## src/rtl/dmem_bridge_pkg.sv

```systemverilog
// Shared types and defaults for the data-memory bus bridge.
package dmem_bridge_pkg;

  typedef enum logic [1:0] {
    StIdle = 2'd0,
    StReq  = 2'd1,
    StRsp  = 2'd2,
    StDone = 2'd3
  } dmem_state_e;

  localparam int unsigned DmemTimeout = 255;
  localparam int unsigned DmemToCntW  = 8;

endpackage

```

## src/rtl/dmem_timeout_cnt.sv

```systemverilog
// Transaction watchdog for dmem_bridge; compiled only when DMEM_TIMEOUT_EN is defined.
`ifdef DMEM_TIMEOUT_EN
module dmem_timeout_cnt #(
  parameter int unsigned MAX_CYCLES = 255,
  parameter int unsigned CNT_W      = 8
) (
  input  logic clk,
  input  logic rst_n,
  input  logic clear,
  input  logic enable,
  output logic expire
);

  logic [CNT_W-1:0] cnt_q;

  always_ff @(posedge clk or negedge rst_n) begin
    if (!rst_n) begin
      cnt_q <= '0;
    end else if (clear) begin
      cnt_q <= '0;
    end else if (enable) begin
      cnt_q <= cnt_q + 1'b1;
    end
  end

  // Fires on the last allowed REQ/RSP cycle, so the FSM enters DONE right after it.
  assign expire = enable && (cnt_q == CNT_W'(MAX_CYCLES - 1));

endmodule
`endif

```

## src/rtl/dmem_bridge.sv

```systemverilog
// MEM-stage RAM request to valid/ready bus bridge with pipeline stall and fault reporting.
// Optional watchdog enabled by defining DMEM_TIMEOUT_EN.
module dmem_bridge
  import dmem_bridge_pkg::*;
#(
  parameter int unsigned WIDTH          = 32,
  parameter int unsigned TIMEOUT_CYCLES = DmemTimeout,
  parameter int unsigned TO_CNT_W       = DmemToCntW
) (
  input  logic             clk,
  input  logic             rst_n,
  input  logic             req_ce,
  input  logic             req_we,
  input  logic [3:0]       req_sel,
  input  logic [WIDTH-1:0] req_addr,
  input  logic [WIDTH-1:0] req_wdata,
  input  logic             flush,
  output logic [WIDTH-1:0] rsp_rdata,
  output logic             stall_req,
  output logic             access_fault,
  output logic             bus_req_valid,
  input  logic             bus_req_ready,
  output logic [WIDTH-1:0] bus_addr,
  output logic             bus_we,
  output logic [3:0]       bus_sel,
  output logic [WIDTH-1:0] bus_wdata,
  input  logic             bus_rsp_valid,
  input  logic [WIDTH-1:0] bus_rsp_rdata,
  input  logic             bus_rsp_err
);

  dmem_state_e      state_q;
  logic [WIDTH-1:0] bus_addr_q, bus_wdata_q, rsp_rdata_q;
  logic [3:0]       bus_sel_q;
  logic             bus_we_q, fault_q;
  logic             accept, busy, expire;

  assign accept = (state_q == StIdle) && req_ce && !flush;
  assign busy   = (state_q == StReq) || (state_q == StRsp);

`ifdef DMEM_TIMEOUT_EN
  dmem_timeout_cnt #(
    .MAX_CYCLES (TIMEOUT_CYCLES),
    .CNT_W      (TO_CNT_W)
  ) u_timeout_cnt (
    .clk    (clk),
    .rst_n  (rst_n),
    .clear  (accept),
    .enable (busy),
    .expire (expire)
  );
`else
  logic unused_cfg;
  assign unused_cfg = ^{TIMEOUT_CYCLES[0], TO_CNT_W[0]};
  assign expire     = 1'b0;
`endif

  always_ff @(posedge clk or negedge rst_n) begin
    if (!rst_n) begin
      state_q     <= StIdle;
      bus_addr_q  <= '0;
      bus_wdata_q <= '0;
      bus_sel_q   <= '0;
      bus_we_q    <= 1'b0;
      rsp_rdata_q <= '0;
      fault_q     <= 1'b0;
    end else begin
      unique case (state_q)
        StIdle: begin
          if (accept) begin
            bus_addr_q  <= req_addr & ~WIDTH'(3);
            bus_we_q    <= req_we;
            bus_sel_q   <= req_sel;
            bus_wdata_q <= req_wdata;
            state_q     <= StReq;
          end
        end
        StReq: begin
          // A response arriving with ready skips RSP; it wins over a same-cycle timeout.
          if (bus_req_ready && bus_rsp_valid) begin
            rsp_rdata_q <= bus_we_q ? '0 : bus_rsp_rdata;
            fault_q     <= bus_rsp_err;
            state_q     <= StDone;
          end else if (expire) begin
            rsp_rdata_q <= '0;
            fault_q     <= 1'b1;
            state_q     <= StDone;
          end else if (bus_req_ready) begin
            state_q <= StRsp;
          end
        end
        StRsp: begin
          if (bus_rsp_valid) begin
            rsp_rdata_q <= bus_we_q ? '0 : bus_rsp_rdata;
            fault_q     <= bus_rsp_err;
            state_q     <= StDone;
          end else if (expire) begin
            rsp_rdata_q <= '0;
            fault_q     <= 1'b1;
            state_q     <= StDone;
          end
        end
        StDone: begin
          fault_q <= 1'b0;
          state_q <= StIdle;
        end
        default: state_q <= StIdle;
      endcase
    end
  end

  // Combinational in IDLE so MEM holds the request in the very cycle it is presented.
  assign stall_req     = accept || busy;
  assign bus_req_valid = (state_q == StReq);
  assign bus_addr      = bus_addr_q;
  assign bus_we        = bus_we_q;
  assign bus_sel       = bus_sel_q;
  assign bus_wdata     = bus_wdata_q;
  assign rsp_rdata     = rsp_rdata_q;
  assign access_fault  = fault_q;

endmodule

```

## config.mk

```make
export PLATFORM = sky130hd
export DESIGN_NAME = dmem_bridge
export DESIGN_NICKNAME = d
export VERILOG_FILES = /design/src/rtl/dmem_bridge_pkg.sv /design/src/rtl/dmem_timeout_cnt.sv /design/src/rtl/dmem_bridge.sv
export SDC_FILE = /design/constraint.sdc
export NUM_CORES = 1
export LEC_CHECK = 0
export ABC_AREA = 1
export BUFFER_PORTS_ARGS = -buffer_cell sky130_fd_sc_hd__buf_2
export CORE_MARGIN = 5
export CORE_UTILIZATION = 45
export CTS_CLUSTER_DIAMETER = 100
export DETAILED_ROUTE_END_ITERATION = 10
export GPL_ROUTABILITY_DRIVEN = 0
export HOLD_SLACK_MARGIN = 0.08
export PLACE_DENSITY = 0.79
export SETUP_SLACK_MARGIN = 0.15
export SYNTH_ARGS = -nofsm -noshare
export SYNTH_HDL_FRONTEND = slang
export SYNTH_SLANG_ARGS = --single-unit
```

## constraint.sdc

```tcl
create_clock -name clk -period 2.1 [get_ports clk]
set_input_delay 0.315 -clock clk [delete_from_list [all_inputs] [get_ports clk]]
set_output_delay 0.315 -clock clk [all_outputs]
set_load 0.02 [all_outputs]
```

==> impl_metrics.py <==
metrics = {
    "status": {
        "status": "finished clean",
    },
    "placed_design": {
        "dp_hpwl_microns": 8090,
        "preCtsSetupSlack_ns": 0.404,
        "portBuffers": 207,
    },
    "setup_path": {
        "crit_arrival_ns": 2.09,
        "crit_path_max_incr_delay_ns": 0.45,
        "crit_chain": "buf_4 -> ha_1 -> or2_1 -> nand3_4 -> buf_12 -> nand2_1 -> o21ai_2",
        "startpoint_type": "register",
        "setup.worst_path.end_class": "register",
        "cp_max_fo": 34,
        "crit_required_ns": 2.38,
        "rr_worst_depth": 7,
        "cp_slowest_cell": "dfrtp_1",
        "path_class": "register to register",
    },
    "timing": {
        "final.setup.tns_ns": 0,
        "worst_pin_slew_ns": 0.594,
        "finalHoldViolCount": 0,
        "hold_slack_ns": 0.179,
        "rsz0062_at_grt": "false",
        "slew_headroom_pct": 60.4,
        "fmax_mhz": 552,
        "fin_crit_ns": 1.81,
        "setup_ws_ns": 0.288,
        "finalClockSkew_ns": 0.0152,
        "fin_crit_sh_pct": 86.3,
        "finalSetupViolCount": 0,
        "slew_viol_final": 0,
    },
    "logic_synthesis": {
        "syn-cell-area_sq_um": 4310,
        "ys_types": 19,
        "synth-seq-area-share_pct": 59.2,
        "post-synth-top-area-cell": "dfrtp_1",
        "synth_ff_type": "dfrtp_1",
        "ys_async_sr_fraction_pct": 100,
        "netlist_instances": 464,
        "avgSynthCellArea_sq_um": 9.30,
        "yosys.area.top_type_share_pct": 59.2,
        "synthTopCellsByArea": "dfrtp_1 59%, nand2_1 13%, inv_1 6.6%",
        "yosysWarningCount": 0,
        "synth_seq_cells": 102,
        "ys_top_cells_by_count": "147 x nand2_1, 102 x dfrtp_1, 76 x inv_1",
        "synth_most_common_cell": "nand2_1",
        "synth_edf_count": 0,
    },
    "run": {
        "drv_cap": 0,
    },
    "cts": {
        "clk_latency_ns": 0.35,
        "root_buffer": "clkbuf_8",
        "cts_buffer_depth": 2,
        "numCtsBuffers": 9,
        "clock-sinks": 102,
        "cts_tree": "done",
        "cts_htree_levels": 3,
        "clkTransAtPathRegs_ns": 0.11,
    },
    "pwr": {
        "vdd_drop_max_mv": 0.677,
        "p_leak_nw": 3.33,
        "power_w": 0.00898,
        "p_per_area_nw_per_um2": 1580,
    },
    "hold_path": {
        "whs_path_depth": 3,
        "hold_path.class": "primary input to register",
    },
    "routing": {
        "post_drt_wl_per_cell_microns": 13.1,
        "dr.first_iter.drc_count": 146,
        "drc": 0,
        "viasPerCell": 4.48,
        "wl_microns": 10500,
        "vias": 3601,
        "ant_nets": 0,
        "drt_first_pass_iters": 4,
    },
    "global_routing": {
        "grt_max_degree": 79,
        "grt_use_total_pct": 17.8,
        "grt_pass1_wl_microns": 16600,
        "grt_pass1_vias": 3520,
        "grt-ovfl-total": 0,
        "antenna_found_initial": 0,
    },
    "floorplanning": {
        "rows": 35,
        "io_pins": 212,
        "dieHeight_microns": 108,
        "die_area_sq_um": 11600,
        "die_w_microns": 108,
        "start_util_pct": 46.5,
        "core_area_sq_um": 9280,
    },
    "final_layout": {
        "nNetsFinal": 782,
        "layout-drive-gt1-share_pct": 40.0,
        "area_delta_synth_final_pct": 32.0,
        "num_antenna_cells": 0,
    },
}
[per-layer routing]
metal / routed length [microns] / vias up / global-route usage, % / share of wire [%]
met5: 0 / - / 0 / 0
met1: 4340 / 1604 / 21.6 / 41
met3: 1180 / 10 / 7.56 / 11
li1: - / 1826 / - / -
met4: 93 / 0 / 4.33 / 0.88
met2: 4930 / 161 / 29.5 / 47
[layout make-up]
| cell class | instances | area, sq um |
|---|---|---|
| timing repair buffer | 219 | 1180 |
| fill | 811 | 3590 |
| clock buffer | 9 | 124 |
| clock inverter | 7 | 77.6 |
| multi-input combinational | 262 | 1310 |
| inverter | 76 | 285 |
| sequential | 102 | 2550 |
| tap | 129 | 161 |
[repair_timing]
| action | CTS | global route |
|---|---|---|
| setup buffers | 0 | 2 |
| endpoints found under the setup margin | 0 | 1 |
| hold endpoints to repair | 43 | 0 |
| hold buffers | 1 | 0 |
| gates resized for setup | 0 | 3 |
[worst paths after layout]
kind | slack, ns | end | startpoint
max in group asynchronous | 0.90 | rsp_rdata[28] | rst_n
min | 0.18 | bus_addr[23] | req_addr[23]
min in group asynchronous | 0.54 | bus_addr[12] | rst_n
max | 0.29 | rsp_rdata[25] | state_q[0]
min reg2reg | 0.49 | rsp_rdata[2] | rsp_rdata[2]
max reg2reg | 0.29 | rsp_rdata[25] | state_q[0]
[power breakdown]
group / internal (W) / switching [W] / total [W]
Combinational: 0.00148 / 0.00281 / 0.00430
Clock: 0.000567 / 0.000703 / 0.00127
Sequential: 0.00290 / 0.000511 / 0.00341
[worst max-delay path: cells and delay by family, from the launching register on]
family                   cells  cell delay, ns
AND/OR/NAND/NOR              3            0.57
flip-flops                   1            0.45
buffers and inverters        2            0.41
adder cells (fa/ha/maj)      1            0.24
AO/OA/AOI/OAI                1            0.06
[kinds of logic (layout without fill, tap and decap cells)]
family / after synthesis / in the layout / share of synthesized area, %
other: 1 / 2 / 0.0869
flip-flops: 102 / 102 / 59.2
AND/OR/NAND/NOR: 155 / 155 / 14.1
AO/OA/AOI/OAI: 101 / 101 / 14.5
adder cells (fa/ha/maj): 4 / 4 / 1.16
buffers and inverters: 101 / 311 / 10.9
[sequential cells by signal, summed over array words and instances (netlist names)]
name / count
bus_wdata: 32
rsp_rdata: 32
bus_addr: 30
bus_sel: 4
state_q: 2
access_fault: 1
bus_we: 1
[cell usage in the layout, fill, tap and decap left out]
cell type	synthesis	routed
buf_12	0	4
o21ai_0	27	27
bufinv_16	0	1
ha_4	0	1
buf_2	2	206
nand3_1	2	2
or2_1	1	1
inv_1	76	75
nand2_1	147	147
dfrtp_1	102	102
nand3_4	1	2
o21ai_2	32	32
clkinv_2	0	1
inv_6	0	4
dlygate4sd3_1	0	1
clkinvlp_4	0	1
clkbuf_8	0	9
nor2_1	2	2
buf_4	2	8
inv_2	0	1
o21ai_1	40	40
a21oi_1	2	2
conb_1	1	2
ha_1	4	3
nand4_1	1	1
[stage by stage]
stage | util, % | instance area [sq um] | instances
finish | 61.3 | 5690 | 804
global route | 61.3 | 5690 | 804
CTS | 61.0 | 5670 | 802
detailed placement | 58.8 | 5460 | 785
global placement | 58.8 | 5460 | 785
floorplan | - | 4320 | 465
No activity file was read; power rests on OpenSTA's default activity.
